==> config.mk <==
export PLATFORM = sky130hd
export DESIGN_NAME = compare_seq_ctrl
export DESIGN_NICKNAME = d
export VERILOG_FILES = /design/src/rtl/compare_seq_ctrl.sv
export SDC_FILE = /design/constraint.sdc
export NUM_CORES = 1
export LEC_CHECK = 0
export CELL_PAD_IN_SITES_DETAIL_PLACEMENT = 2
export CELL_PAD_IN_SITES_GLOBAL_PLACEMENT = 2
export CORE_MARGIN = 10
export CORE_UTILIZATION = 30
export CTS_CLUSTER_DIAMETER = 50
export DETAILED_ROUTE_END_ITERATION = 16
export PLACE_DENSITY_LB_ADDON = 0.1
export SYNTH_ARGS = -nofsm -noshare
export SYNTH_HDL_FRONTEND = slang
export SYNTH_SLANG_ARGS = --single-unit
==> constraint.sdc <==
create_clock -name clk -period 1.4 [get_ports clk]
set_clock_uncertainty 0.05 [all_clocks]
set_input_delay 0.35 -clock clk [delete_from_list [all_inputs] [get_ports clk]]
set_output_delay 0.35 -clock clk [all_outputs]
set_load 0.02 [all_outputs]
==> src/rtl/compare_seq_ctrl.sv <==
// compare_seq_ctrl: MSB-first bit-serial magnitude comparator sequencer.
// Captures a/b on an accepted start, examines one bit pair per clock and
// publishes gt/lt/eq plus the number of bit pairs examined on a one-cycle
// done pulse. With EARLY_EXIT=1 the scan stops at the first differing bit.
//
// Ports:
//   clk     rising-edge clock
//   rst_n   synchronous active-low reset
//   start   request, accepted only while idle
//   a, b    WIDTH-bit operands, sampled on an accepted start
//   busy    high while running and during the done cycle
//   done    one-cycle pulse, result valid
//   gt/lt/eq  comparison result, held until the next done
//   cycles  bit pairs examined for the last result
module compare_seq_ctrl #(
    parameter int unsigned WIDTH      = 8,
    parameter bit          EARLY_EXIT = 1'b1,
    localparam int unsigned CW        = $clog2(WIDTH + 1)
) (
    input  logic             clk,
    input  logic             rst_n,
    input  logic             start,
    input  logic [WIDTH-1:0] a,
    input  logic [WIDTH-1:0] b,
    output logic             busy,
    output logic             done,
    output logic             gt,
    output logic             lt,
    output logic             eq,
    output logic [CW-1:0]    cycles
);

    localparam int unsigned IW = $clog2(WIDTH);

    typedef enum logic [1:0] {
        S_IDLE = 2'b00,
        S_RUN  = 2'b01,
        S_DONE = 2'b10
    } state_t;

    state_t           r_state;
    logic [WIDTH-1:0] r_a;
    logic [WIDTH-1:0] r_b;
    logic [IW-1:0]    r_idx;
    logic [CW-1:0]    r_cnt;
    logic             r_gt;
    logic             r_lt;
    logic             r_eq;

    logic             w_a_bit;
    logic             w_b_bit;
    logic             w_diff;
    logic             w_gt_nxt;
    logic             w_lt_nxt;
    logic             w_eq_nxt;
    logic             w_last;
    logic [CW-1:0]    w_cnt_nxt;

    // Current bit pair sits at the MSB of the shift registers.
    assign w_a_bit   = r_a[WIDTH-1];
    assign w_b_bit   = r_b[WIDTH-1];
    assign w_diff    = w_a_bit ^ w_b_bit;

    // Flags only move while still equal, which makes them sticky.
    assign w_gt_nxt  = r_gt | (r_eq & w_a_bit & ~w_b_bit);
    assign w_lt_nxt  = r_lt | (r_eq & ~w_a_bit & w_b_bit);
    assign w_eq_nxt  = r_eq & ~w_diff;

    assign w_last    = (r_idx == '0) || (EARLY_EXIT && w_diff);
    assign w_cnt_nxt = r_cnt + CW'(1);

    // Sequencer with registered outputs; done/result load on entry to DONE.
    always_ff @(posedge clk) begin
        if (!rst_n) begin
            r_state <= S_IDLE;
            r_a     <= '0;
            r_b     <= '0;
            r_idx   <= '0;
            r_cnt   <= '0;
            r_gt    <= 1'b0;
            r_lt    <= 1'b0;
            r_eq    <= 1'b0;
            busy    <= 1'b0;
            done    <= 1'b0;
            gt      <= 1'b0;
            lt      <= 1'b0;
            eq      <= 1'b0;
            cycles  <= '0;
        end else begin
            case (r_state)
                S_IDLE: begin
                    done <= 1'b0;
                    if (start) begin
                        r_a     <= a;
                        r_b     <= b;
                        r_idx   <= IW'(WIDTH - 1);
                        r_cnt   <= '0;
                        r_gt    <= 1'b0;
                        r_lt    <= 1'b0;
                        r_eq    <= 1'b1;
                        busy    <= 1'b1;
                        r_state <= S_RUN;
                    end
                end

                S_RUN: begin
                    r_a   <= {r_a[WIDTH-2:0], 1'b0};
                    r_b   <= {r_b[WIDTH-2:0], 1'b0};
                    r_cnt <= w_cnt_nxt;
                    r_gt  <= w_gt_nxt;
                    r_lt  <= w_lt_nxt;
                    r_eq  <= w_eq_nxt;
                    if (w_last) begin
                        done    <= 1'b1;
                        gt      <= w_gt_nxt;
                        lt      <= w_lt_nxt;
                        eq      <= w_eq_nxt;
                        cycles  <= w_cnt_nxt;
                        r_state <= S_DONE;
                    end else begin
                        r_idx <= r_idx - IW'(1);
                    end
                end

                S_DONE: begin
                    done    <= 1'b0;
                    busy    <= 1'b0;
                    r_state <= S_IDLE;
                end

                default: begin
                    done    <= 1'b0;
                    busy    <= 1'b0;
                    r_state <= S_IDLE;
                end
            endcase
        end
    end

endmodule
# == Word-level counts from Yosys, hierarchy flattened ==
# Index checks and enable logic that the tools add are counted.
# word_totals
register_bits,37
latchBits,0
mem_bits_rw,0
rom_bits,0
inputBits,19
output_inout_bits,9
word_cells,60
memories,0
# op_classes
addsub,2
n_mul,0
n_div,0
n_lt_le_gt_ge,0
n_eq_ne,4
shift,0
muxes,18
n_bitwise,12
n_reduce_logical,10
# ops
op,n
8-bit case mux with 2 select lines,2
8-bit 2-to-1 mux,2
2-bit AND reduction,5
1-bit case mux with 2 select lines,4
4-bit case mux with 2 select lines,1
3-bit 2-to-1 mux,2
"2-bit != test, second input constant",3
3-bit case mux with 2 select lines,1
1-bit AND,5
"4-bit by 1-bit adder with 4-bit output, second input constant",1
2-bit 2-to-1 mux,2
4-bit 2-to-1 mux,1
1-bit inverter,4
2-bit case mux with 2 select lines,1
3-bit logical NOT,1
3-bit AND reduction,1
"3-bit by 1-bit subtractor with 3-bit output, second input constant",1
"2-bit by 1-bit equality test with 1-bit output, second input constant",1
2-bit logical NOT,1
1-bit 2-to-1 mux,2
1-bit bitwise OR,2
2-bit nonzero test,1
1-bit logical OR,1
1-bit XOR,1

# == Depth between registers and ports, before layout ==
# Gate-level depths: netlist of run 1.
# logic_depth
depth_word,5
mapped_depth,6
ltp_nobuf,6

# == Least setup slack after synthesis of run 1 ==
# No wires, ideal clock.
# synth_path
path_type,register to register
start,register r_idx[0]
end,register cycles[3]
setup_time_ps,100
arrival_time_ps,1329
required_ps,1250
setup_slack_ps,-78
stages_incl_launch_ff,7
path_buffers,0
synth_period_minus_slack_ps,1478
path_cell_list,dfxtp_1 -> inv_1 -> ha_1 -> ha_1 -> inv_1 -> a21oi_4 -> a2111oi_4
# synth_between
elab_chain_len,3
# synth_lines
element,line,rtl
start: declaration,44,logic [IW-1:0] r_idx;
start signal: assignment,96,r_idx <= IW'(WIDTH - 1);
start signal: assignment,121,r_idx <= r_idx - IW'(1);
3-bit logical NOT,69,assign w_last = (r_idx == '0) || (EARLY_EXIT && w_diff);
1-bit logical OR,69,
2-bit AND reduction (no line),-,
end signal: assignment,118,cycles <= w_cnt_nxt;
end: declaration,30,output logic [CW-1:0] cycles
# Every way passes these cells.
# A chain may end at the register's enable or synchronous reset.

# == Final worst setup path of run 1 ==
# layout_path
start,register r_idx[1]
end,register r_idx[2]
# layout_between
elab_chain_len,4
word_cells_on_any_way,7
classes_between,add/sub (1); eq/ne (1); mux (2); reduce/logical (3)
# layout_lines
element
branches (longest 4 deep; another with 3-bit by 1-bit subtractor with 3-bit output)
# Parallel ways; which one is timed is not known. The select of a mux whose other input is x is not followed.

==> reports/qor.yml, run 1 <==
run_status:
  status: "finished clean"
route:
  vias_per_cell: 4.96
  wl_um: 5210
  wl_met1_um: 2140
  drt_pre_antenna_iters: 4
  dr_wl_met3_um: 209
  wl_met2_um: 2790
  post_drt_wl_per_cell_um: 18.0
  drc_errors: 0
  top_layer_used: "met4"
  ant_nets: 0
  drt_iter0_markers: 40
  num_vias: 1439
cts:
  clock-sinks: 37
  tritoncts: "yes"
  cts_root_buf: "clkbuf_8"
  hold_buffers: 0
  cts.reportedPaths.clkPinSlew_ps: 70
  ctsHtreeMaxLevel: 2
  cts_buffer_depth: 2
  clk_latency_ps: 300
  numCtsBuffers: 5
floorplanning:
  die_w_um: 94.6
  initial_core_util_pct: 30.7
  core_um2: 5440
  chipHeight_um: 94.6
  pin_count: 28
  fp-row-count: 27
  die_area_um2: 8940
synth:
  async_reset_ff_share_pct: 0
  ys_types: 40
  synth.avg_cell_area_um2: 10.2
  syn-num-nets: 185
  synthCells: 163
  yosys.area_share.simple_pct: 13.5
  synth_seq_area_share_pct: 44.4
  synth-compound-area-share_pct: 21.6
  yosysWarningCount: 0
  synthesis.area_um2: 1670
  yosys_register_bits: 37
  synth_xor_area_share_pct: 3.00
  synth_top_family_by_area: "compound AO/OA/AOI/OAI gates"
  synthMuxAreaShare_pct: 10.8
  synth-main-ff-cell: "dfxtp_1"
  synth_edf_count: 0
  synth_adder_area_share_pct: 2.25
worst_setup_path:
  regToRegSetupSlack_ps: 1
  slowest_stage: "dfxtp_2"
  path_cells: "inv_2, ha_4, ha_4, inv_6, buf_12, a211oi_1, nor3_1"
  r2r_end: "r_idx[2]"
  rr_worst_depth: 7
  worst_path_largest_cell_delay_ps: 330
  crit_required_ps: 1530
  r2r-start: "r_idx[1]"
  cp-end-kind: "register"
  cp-start-kind: "register"
  cp_max_fo: 6
  critPathMostFrequentCell: "ha_4"
  crit_type: "register to register"
  arrival_ps: 1530
sta:
  worst_pin_slew_ps: 368
  hold_viol_final: 0
  whs_ps: 400
  fmax_mhz: 715
  finalCritPeriodShare_pct: 99.9
  slew_headroom_pct: 75.3
  setup_viol: 0
  setup_tns_ps: 0
  grt_setup_unrepaired: "yes"
  final.min_clock_period_ps: 1400
  drv_slew: 0
power:
  power.total_uw: 3170
  leakagePower_uw: 0.00100
  ir_worst_vdd_v: 0.000485
  p_per_area_nw_per_um2: 1300
place:
  place_congestion: 0.720
  port_buffers: 27
  postPlaceCellArea_um2: 2170
  hpwl_um: 3790
hold_path:
  min_from: "busy"
  whs_endpoint: "busy"
  min_path_type: "register to register"
  min_delay_path_depth: 2
global_route:
  grt-ovfl-total: 0
  grt_pass1_wl_um: 8540
  grt_pass1_vias: 1661
  grt_max_degree: 16
  antenna_found_initial: 0
  grt_use_total_pct: 12.1
final_layout:
  nets: 239
  stdcell_area_um2: 2440
  area_growth_pct: 46.6
  final_cell_mix: "dfxtp_1, buf_4, mux2i_1"
  layout_commonest_cell: "dfxtp_1"
  final_util_pct: 45.0
  antenna_cells: 0
  layout-drive-gt1-share_pct: 28.9
flow_run:
  maxCapViolations: 0
==> cells in the mapped netlist (all sizes together) (2+ instances only) <==
cell | instances | share of area, %
o21ai | 8 | 2.4
mux2i | 18 | 11
clkbuf | 4 | 1.1
nand2 | 12 | 2.7
and3b | 2 | 1.2
xor2 | 3 | 2.0
inv | 6 | 1.4
nand3b | 2 | 0.90
nand2b | 5 | 1.9
nor2 | 8 | 2.0
o21bai | 2 | 0.90
buf | 5 | 2.0
dfxtp | 37 | 44
a22oi | 3 | 1.4
a21oi | 7 | 2.8
a211oi | 3 | 1.4
ha | 3 | 2.3
o2bb2ai | 14 | 7.4
nand3 | 2 | 0.60
nor3b | 2 | 0.90
and4 | 2 | 1.4
nor3 | 4 | 1.2
==> what timing repair did <==
action                                  CTS  global route
pin swaps                                 3             2
gates resized for setup                  28            19
setup buffers                             2             3
endpoints found under the setup margin   32            28
==> how the worst max path moves through the flow <==
stage                   from        end  slack (ps)  cells after the start
finish              r_idx[1]   r_idx[2]           1                      7
global route        r_idx[1]   r_idx[2]        -100                      7
CTS                 r_idx[1]  cycles[0]           7                      6
detailed placement     rst_n     r_b[6]        -290                      5
global placement       rst_n     r_a[7]        -220                      5
floorplan           r_idx[0]  cycles[3]          40                      6
==> where the power goes <==
part,total [uW],switching (uW),internal [uW]
Combinational,938,447,490
Sequential,1260,96.7,1160
Clock,980,399,581
Total,3170,943,2230
==> logic make-up after synthesis <==
group / after synthesis
AO/OA/AOI/OAI: 45
XOR/XNOR: 4
adder cells (fa/ha/maj): 3
buffers and inverters: 15
flip-flops: 37
multiplexers: 18
AND/OR/NAND/NOR: 41
==> worst max-delay path, delay by kind of cell (launching register included) <==
kind | cells | cell delay (ps)
adders and majority gates | 2 | 330
AOI/OAI and AO/OA | 1 | 230
buffers and inverters | 3 | 250
DFF | 1 | 330
and+or+nand+nor | 1 | 100
==> cell type report <==
type / count / area [um2]
flip-flops and latches: 37 / 747
clock buffers: 7 / 86.3
fillers: 564 / 2990
well taps: 72 / 90.1
repair buffers: 56 / 522
clock inverters: 1 / 30.0
inverters: 6 / 27.5
multi-input cells: 111 / 942
==> per-stage QoR <==
step | std cells | worst slack [ps]
final | 290 | 1.44
after global routing | 290 | -103
after detailed placement | 277 | -288
after floorplan | 163 | 35.9
after global placement | 277 | -224
after CTS | 287 | 7.04
==> sequential cells by signal (all words and copies together), names as in the netlist, 2 cells and up <==
signal,flops
r_a,8
r_b,8
cycles,4
r_cnt,4
r_idx,3
r_state,2
==> layer usage <==
layer  GRT usage (%)  vias to the layer above
met5               0                        -
met1            13.4                      709
met2            21.2                       24
met3            3.57                        5
li1                -                      701
met4            4.61                        0
Power figures use the tool's default switching activity.
==> run 2, diff against run 1 <==
--- a/config.mk
+++ b/config.mk
@@ -12,6 +12,7 @@
 export CTS_CLUSTER_DIAMETER = 50
 export DETAILED_ROUTE_END_ITERATION = 16
 export PLACE_DENSITY_LB_ADDON = 0.1
+export SLEW_MARGIN = 20
 export SYNTH_ARGS = -nofsm -noshare
 export SYNTH_HDL_FRONTEND = slang
 export SYNTH_SLANG_ARGS = --single-unit
==> results of run 2 <==
Final layout, timing and power as in run 1 (identical DEF).
==> run 3, diff against run 2 <==
--- a/config.mk
+++ b/config.mk
@@ -12,7 +12,6 @@
 export CTS_CLUSTER_DIAMETER = 50
 export DETAILED_ROUTE_END_ITERATION = 16
 export PLACE_DENSITY_LB_ADDON = 0.1
-export SLEW_MARGIN = 20
 export SYNTH_ARGS = -nofsm -noshare
 export SYNTH_HDL_FRONTEND = slang
 export SYNTH_SLANG_ARGS = --single-unit
==> results of run 3 <==
Final layout, timing and power as in run 1 (identical DEF).
